## src/rtl/rv_plic_gateway_claim.sv

```systemverilog
// PLIC gateway with per-source IDLE/PENDING/CLAIMED tracking, a deferred-edge
// bit for edges seen while claimed, and a three-phase claim/response handshake.
module rv_plic_gateway_claim #(
  parameter  int N_SOURCE = 32,
  localparam int SrcWidth = $clog2(N_SOURCE)
) (
  input  logic                clk_i,
  input  logic                rst_i,
  input  logic [N_SOURCE-1:0] src_i,
  input  logic [N_SOURCE-1:0] le_i,
  output logic [N_SOURCE-1:0] ip_o,
  input  logic                target_irq_i,
  input  logic [SrcWidth-1:0] target_id_i,
  input  logic                claim_req_i,
  output logic                claim_rdy_o,
  output logic                claim_vld_o,
  output logic [SrcWidth-1:0] claim_id_o,
  input  logic                claim_ack_i,
  input  logic                complete_i,
  input  logic [SrcWidth-1:0] complete_id_i
);

  localparam logic [1:0] S_IDLE = 2'd0;
  localparam logic [1:0] S_PEND = 2'd1;
  localparam logic [1:0] S_CLMD = 2'd2;

  localparam logic [1:0] C_IDLE = 2'd0;
  localparam logic [1:0] C_CAPT = 2'd1;
  localparam logic [1:0] C_RESP = 2'd2;

  logic [N_SOURCE-1:0][1:0]   st_q, st_d;
  logic [N_SOURCE-1:0]        defer_q, defer_d;
  logic [N_SOURCE-1:0]        src_q;
  logic [1:0]                 cst_q, cst_d;
  logic [SrcWidth-1:0]        cid_q, cid_d;

  logic [N_SOURCE-1:0]        edge_v, trig_v;
  logic [N_SOURCE-1:0]        cap_sel, cmp_sel;
  logic                       cap_hit;

  assign edge_v = le_i & src_i & ~src_q;
  assign trig_v = edge_v | (~le_i & src_i);

  // One-hot capture/complete selects; source 0 is never selectable.
  always_comb begin
    cap_sel = '0;
    cmp_sel = '0;
    for (int i = 1; i < N_SOURCE; i++) begin
      cap_sel[i] = (cst_q == C_CAPT) && target_irq_i &&
                   (target_id_i == SrcWidth'(i)) && (st_q[i] == S_PEND);
      cmp_sel[i] = complete_i && (complete_id_i == SrcWidth'(i));
    end
  end

  assign cap_hit = |cap_sel;

  always_comb begin
    st_d    = st_q;
    defer_d = defer_q;
    for (int i = 1; i < N_SOURCE; i++) begin
      unique case (st_q[i])
        S_IDLE: if (trig_v[i]) st_d[i] = S_PEND;
        S_PEND: if (cap_sel[i]) st_d[i] = S_CLMD;
        S_CLMD: begin
          // An edge arriving in the completion cycle is kept, not dropped.
          if (cmp_sel[i]) begin
            st_d[i]    = (defer_q[i] || edge_v[i]) ? S_PEND : S_IDLE;
            defer_d[i] = 1'b0;
          end else if (edge_v[i]) begin
            defer_d[i] = 1'b1;
          end
        end
        default: st_d[i] = S_IDLE;
      endcase
    end
  end

  always_comb begin
    cst_d = cst_q;
    cid_d = cid_q;
    unique case (cst_q)
      C_IDLE: if (claim_req_i) cst_d = C_CAPT;
      C_CAPT: begin
        cst_d = C_RESP;
        cid_d = cap_hit ? target_id_i : '0;
      end
      C_RESP: if (claim_ack_i) cst_d = C_IDLE;
      default: cst_d = C_IDLE;
    endcase
  end

  always_ff @(posedge clk_i) begin
    if (rst_i) begin
      st_q    <= '0;
      defer_q <= '0;
      src_q   <= '0;
      cst_q   <= C_IDLE;
      cid_q   <= '0;
    end else begin
      st_q    <= st_d;
      defer_q <= defer_d;
      src_q   <= src_i;
      cst_q   <= cst_d;
      cid_q   <= cid_d;
    end
  end

  always_comb begin
    ip_o = '0;
    for (int i = 1; i < N_SOURCE; i++) ip_o[i] = (st_q[i] == S_PEND);
  end

  assign claim_rdy_o = (cst_q == C_IDLE);
  assign claim_vld_o = (cst_q == C_RESP);
  assign claim_id_o  = claim_vld_o ? cid_q : '0;

endmodule

```

## config.mk

```make
export PLATFORM = sky130hd
export DESIGN_NAME = rv_plic_gateway_claim
export DESIGN_NICKNAME = d
export VERILOG_FILES = /design/src/rtl/rv_plic_gateway_claim.sv
export SDC_FILE = /design/constraint.sdc
export NUM_CORES = 1
export LEC_CHECK = 0
export ABC_AREA = 1
export BUFFER_PORTS_ARGS = -buffer_cell sky130_fd_sc_hd__buf_2
export CAP_MARGIN = 20
export CORE_MARGIN = 2
export CORE_UTILIZATION = 51
export CTS_BUF_LIST = sky130_fd_sc_hd__clkbuf_16
export DETAILED_ROUTE_END_ITERATION = 12
export GPL_ROUTABILITY_DRIVEN = 0
export PLACE_DENSITY = 0.88
export SETUP_SLACK_MARGIN = 0.02
export SLEW_MARGIN = 20
export SYNTH_ARGS = -nofsm -noshare
export SYNTH_HDL_FRONTEND = slang
export SYNTH_SLANG_ARGS = --single-unit
```

## constraint.sdc

```tcl
create_clock -name clk_i -period 1.6 [get_ports clk_i]
set_clock_uncertainty 0.2 [all_clocks]
set_input_delay 0.32 -clock clk_i [delete_from_list [all_inputs] [get_ports clk_i]]
set_output_delay 0.32 -clock clk_i [all_outputs]
set_load 0.1 [all_outputs]
```

==> results of run 1 <==
[through the flow]
stage / TNS, ps / area [sq um] / hold WS, ps
after floorplan: -5620 / 6880 / 227
after global placement: -6560 / 8960 / 264
after detailed placement: -10090 / 8960 / 277
after CTS: -11870 / 11100 / 47.4
[logic make-up after synthesis]
family,count (synthesis)
buffers and inverters,215
flip-flops,131
other,1
AO/OA/AOI/OAI,226
AND/OR/NAND/NOR,412
[cell usage after synthesis, drive strengths merged (2+ instances only)]
cell,count,area [sq um]
nor3,18,90.1
nand4,8,50.1
a21oi,79,414
dfxtp,131,2620
o21ai,22,114
clkbuf,8,30.0
a31oi,15,93.8
a21boi,11,82.6
nand3,34,175
o31ai,18,135
o211ai,20,150
inv,165,619
nor2,195,749
a211oi,14,105
nand3b,3,22.5
a32oi,2,17.5
o2111ai,15,131
nand2,152,576
o211a,3,30.0
buf,41,278
a311oi,25,219
[per-layer routing]
layer / track usage / GRT overflow
met1: 0.682 / 0
met2: 0.899 / 1
met3: 0.516 / 0
met4: 0.762 / 3
met5: 0.210 / 0
[timing repair]
action	in CTS
hold buffers	37
gates resized for setup	200
setup endpoints to repair	59
pin swaps	60
endpoints found under the hold margin	37
buffers inserted	102
==> results_dict.tcl, run 1 <==
set metrics [dict create \
    status "did not finish" \
    stop_stage "global routing" \
    tool.error "[ERROR GRT-0232] Routing congestion too high. Check the congestion heatmap in the GUI." \
    grt_usage 0.706 \
    syn_nets 1065 \
    dp_cells 1356 \
    io_buffer_count 115 \
    muxShareOfSynthArea 0 \
    htreeDepth 4 \
    synth_edf_count 0 \
    crit_endpoint "claim_id_o[2]" \
    synth-simple-area-share 0.248 \
    netlist_instances 985 \
    clock_sinks 131 \
    gr-total-overflow 4 \
    ioPinCount 119 \
    ys_types 39 \
    avgSynthCellArea_sq_um 6.85 \
    syn_area_sq_um 6740 \
    die_w_microns 119 \
    synth_compound_area_frac 0.224 \
    place_ws_ps -412 \
    synthXorXnorAreaFrac 0 \
    rows 42 \
    start_util 0.515 \
    grt_max_degree 58 \
    yosysWarningCount 0 \
    synthArstFlopShare 0 \
    synth_adder_area_share 0 \
    cts-root-buf "clkbuf_16" \
    synth_top_family_by_area "simple AND/OR/NAND/NOR gates" \
    ys_ff_latch 131 \
    dpl.hpwl_microns 16000 \
    cts_buffer_depth 2 \
    die_height_microns 119 \
    ys_seq_area_frac 0.389 \
    numCtsBuffers 17 \
    synth_ff_type "dfxtp_1" \
    endpoint_type "output port" \
]
==> run 2: changes to the inputs <==
- CORE_UTILIZATION: 51 -> 40
- CTS_BUF_LIST: sky130_fd_sc_hd__clkbuf_16 -> default
- PLACE_DENSITY: 0.88 -> default
- PLACE_DENSITY_LB_ADDON: default -> 0.15
- SETUP_SLACK_MARGIN: 0.02 -> default
- clock period: 1.6 -> 2.1 ns (I/O delays scaled with it)
==> results_dict.tcl, run 2 <==
set metrics [dict create \
    cp-start-kind "flip-flop" \
    synthXorXnorAreaFrac 0 \
    synth_top_area_cell "dfxtp_1" \
    drt_iter0_markers 478 \
    avgSynthCellArea_sq_um 6.85 \
    cp_slowest_cell "dfxtp_1" \
    final_antenna_net_count 0 \
    grt_usage 0.215 \
    yosysMostFrequentCell "nor2_1" \
    cts_buffer_depth 2 \
    ir_drop_uv 1120 \
    io_buffer_count 115 \
    rows 47 \
    vias 6758 \
    drive_gt1_frac 0.201 \
    grt_use_met2 0.331 \
    timing.final.ws_setup_ps -11.5 \
    postLayoutCellArea_sq_um 8630 \
    grt_pass1_vias 6111 \
    die_area_sq_um 17900 \
    cts-root-buf "clkbuf_16" \
    r2r_slack_ps 170 \
    maxSlewViolCount 0 \
    finalCriticalPeriod_ps 2110 \
    synth_adder_area_share 0 \
    crit_path_start "cst_q[0]" \
    dp_cells 1327 \
    place_ws_ps -29.2 \
    largest_register "st_q" \
    syn_area_sq_um 6740 \
    power_density_nw_per_um2 955 \
    numCtsBuffers 17 \
    finalHoldViolations 0 \
    critical_path_class "reg -> out" \
    critPathCapture "claim_id_o[3]" \
    die_height_microns 134 \
    max_cap_viol_count 0 \
    path_clk_slew_ps 60 \
    whs_ps 22.5 \
    p_switching_uw 2980 \
    holdPathStages 3 \
    finalSetupViolations 3 \
    synth-simple-area-share 0.248 \
    ys_types 39 \
    finalNetCount 1206 \
    synth_ff_type "dfxtp_1" \
    status "finished with violations" \
    grt-busiest-layer "met2" \
    drt_pass1_iterations 5 \
    ys_seq_area_frac 0.389 \
    muxShareOfSynthArea 0 \
    timing.rr.end "cid_q[1]" \
    vias_per_cell 4.97 \
    layout_common_cells "nor2_1, inv_1, nand2_1, dfxtp_1, buf_2" \
    final_cells 1360 \
    worstRegToRegCells 11 \
    gr-total-overflow 0 \
    synthArstFlopShare 0 \
    multiInputGateArea_sq_um 3280 \
    largest_register_ffs 62 \
    crit_fanout 6 \
    grt_pass1_wl_microns 30400 \
    rsz0062_at_grt "true" \
    register_area_sq_um 2620 \
    synth_edf_count 0 \
    crit_top_cell "nor2_4" \
    die_w_microns 134 \
    grt_antenna_before_repair 1 \
    crit_chain "nor2_4 -> inv_1 -> nor2_4 -> buf_12" \
    p_leak_uw 0.00393 \
    worstSkewPairLatency_ps 420 \
    p_clk_frac 0.351 \
    synth_common_cells "nor2_1, inv_1, nand2_1" \
    start_util 0.408 \
    htreeDepth 4 \
    hold_class "in -> reg" \
    routed_wl_microns 18900 \
    timing.rr.start "cst_q[0]" \
    seq_power_share 0.341 \
    combinationalPowerShare 0.307 \
    cts_tree "yes" \
    cts_hold_buf 0 \
    grt_use_met3 0.0495 \
    ioPinCount 119 \
    core_sq_um 16500 \
    arrival_ps 1490 \
    failed_checks "setup timing" \
    area_growth_pct 27.9 \
    timing.final.crit_share 1.01 \
    place_area_sq_um 7980 \
    syn_nets 1065 \
    dpl.hpwl_microns 14400 \
    yosysWarningCount 0 \
    largestRegisters "st_q: 62 flops, defer_q: 31 flops, src_q: 31 flops" \
    max_freq_ghz 0.474 \
    power.internal_uw 5250 \
    drc 0 \
    synth_top_family_by_area "simple AND/OR/NAND/NOR gates" \
    power_switching_share 0.362 \
    grt_max_degree 88 \
    final_common_cell "nor2_1" \
    crit_path_end_kind "output port" \
    synth_area_leaders "dfxtp_1, nor2_1, inv_1" \
    power.total_uw 8240 \
    synth_compound_area_frac 0.224 \
    netlist_instances 985 \
    n_fill_cell 1654 \
    gr-usage-met1 0.300 \
    ys_ff_latch 131 \
    slowest_delay_ps 430 \
    clock_sinks 131 \
    required_ps 1480 \
    wl_per_cell_microns 13.9 \
    synthDominantCellAreaShare 0.389 \
]
## run 2: what timing repair did
action | 4_1_cts | 5_1_grt
setup endpoints to repair | 20 | 16
buffers inserted | 0 | 0
gates resized for setup | 15 | 15
## run 2: routing by layer
| layer | wire (microns) | share of wire |
|---|---|---|
| met3 | 941 | 0.050 |
| met5 | 0 | 0 |
| met2 | 8240 | 0.44 |
| met4 | 235 | 0.012 |
| met1 | 9490 | 0.50 |
## run 2: area by class of cell
class                      count  area share
multi-input combinational    639       0.380
sequential                   131       0.304
timing repair buffer         171       0.145
inverter                     166      0.0722
clock buffer                  21      0.0534
tap                          220      0.0319
clock inverter                11      0.0128
antenna                        1    0.000290
## run 2: kinds of logic after synthesis
family,Yosys count
simple gates,412
compound gates,226
buf+inv,215
flops,131
other cells,1
## run 2: power by group through the flow
stage	sequential (uW)	combinational, uW	clock [uW]
after detailed placement	2860	2480	0
final	2810	2530	2890
after global routing	2830	2740	3070
after floorplan	2840	1930	0
after global placement	2860	2480	0
after CTS	2810	2520	2940
## run 2: worst min path at each step
stage | start | endpoint
5_1_grt | src_i[25] | src_q[25]
6_report | src_i[25] | src_q[25]
2_1_floorplan | st_q[40] | st_q[40]
3_5_place_dp | cid_q[3] | cid_q[3]
4_1_cts | src_i[3] | src_q[3]
3_3_place_gp | cid_q[4] | cid_q[4]
## run 2: worst max-delay path: cells and delay by family (launching register included)
family	cells	cell delay (ps)
flops	1	430
simple gates	2	130
buf+inv	2	510
## run 2: per-stage QoR
| stage | utilization | TNS (ps) |
|---|---|---|
| after global routing | 0.522 | -449 |
| after detailed placement | 0.483 | -92.7 |
| after global placement | 0.483 | -40.1 |
| final | 0.522 | -25.9 |
| after CTS | 0.520 | -139 |
| after floorplan | - | -1750 |
Note: power is estimated with default switching activity, not from simulation.
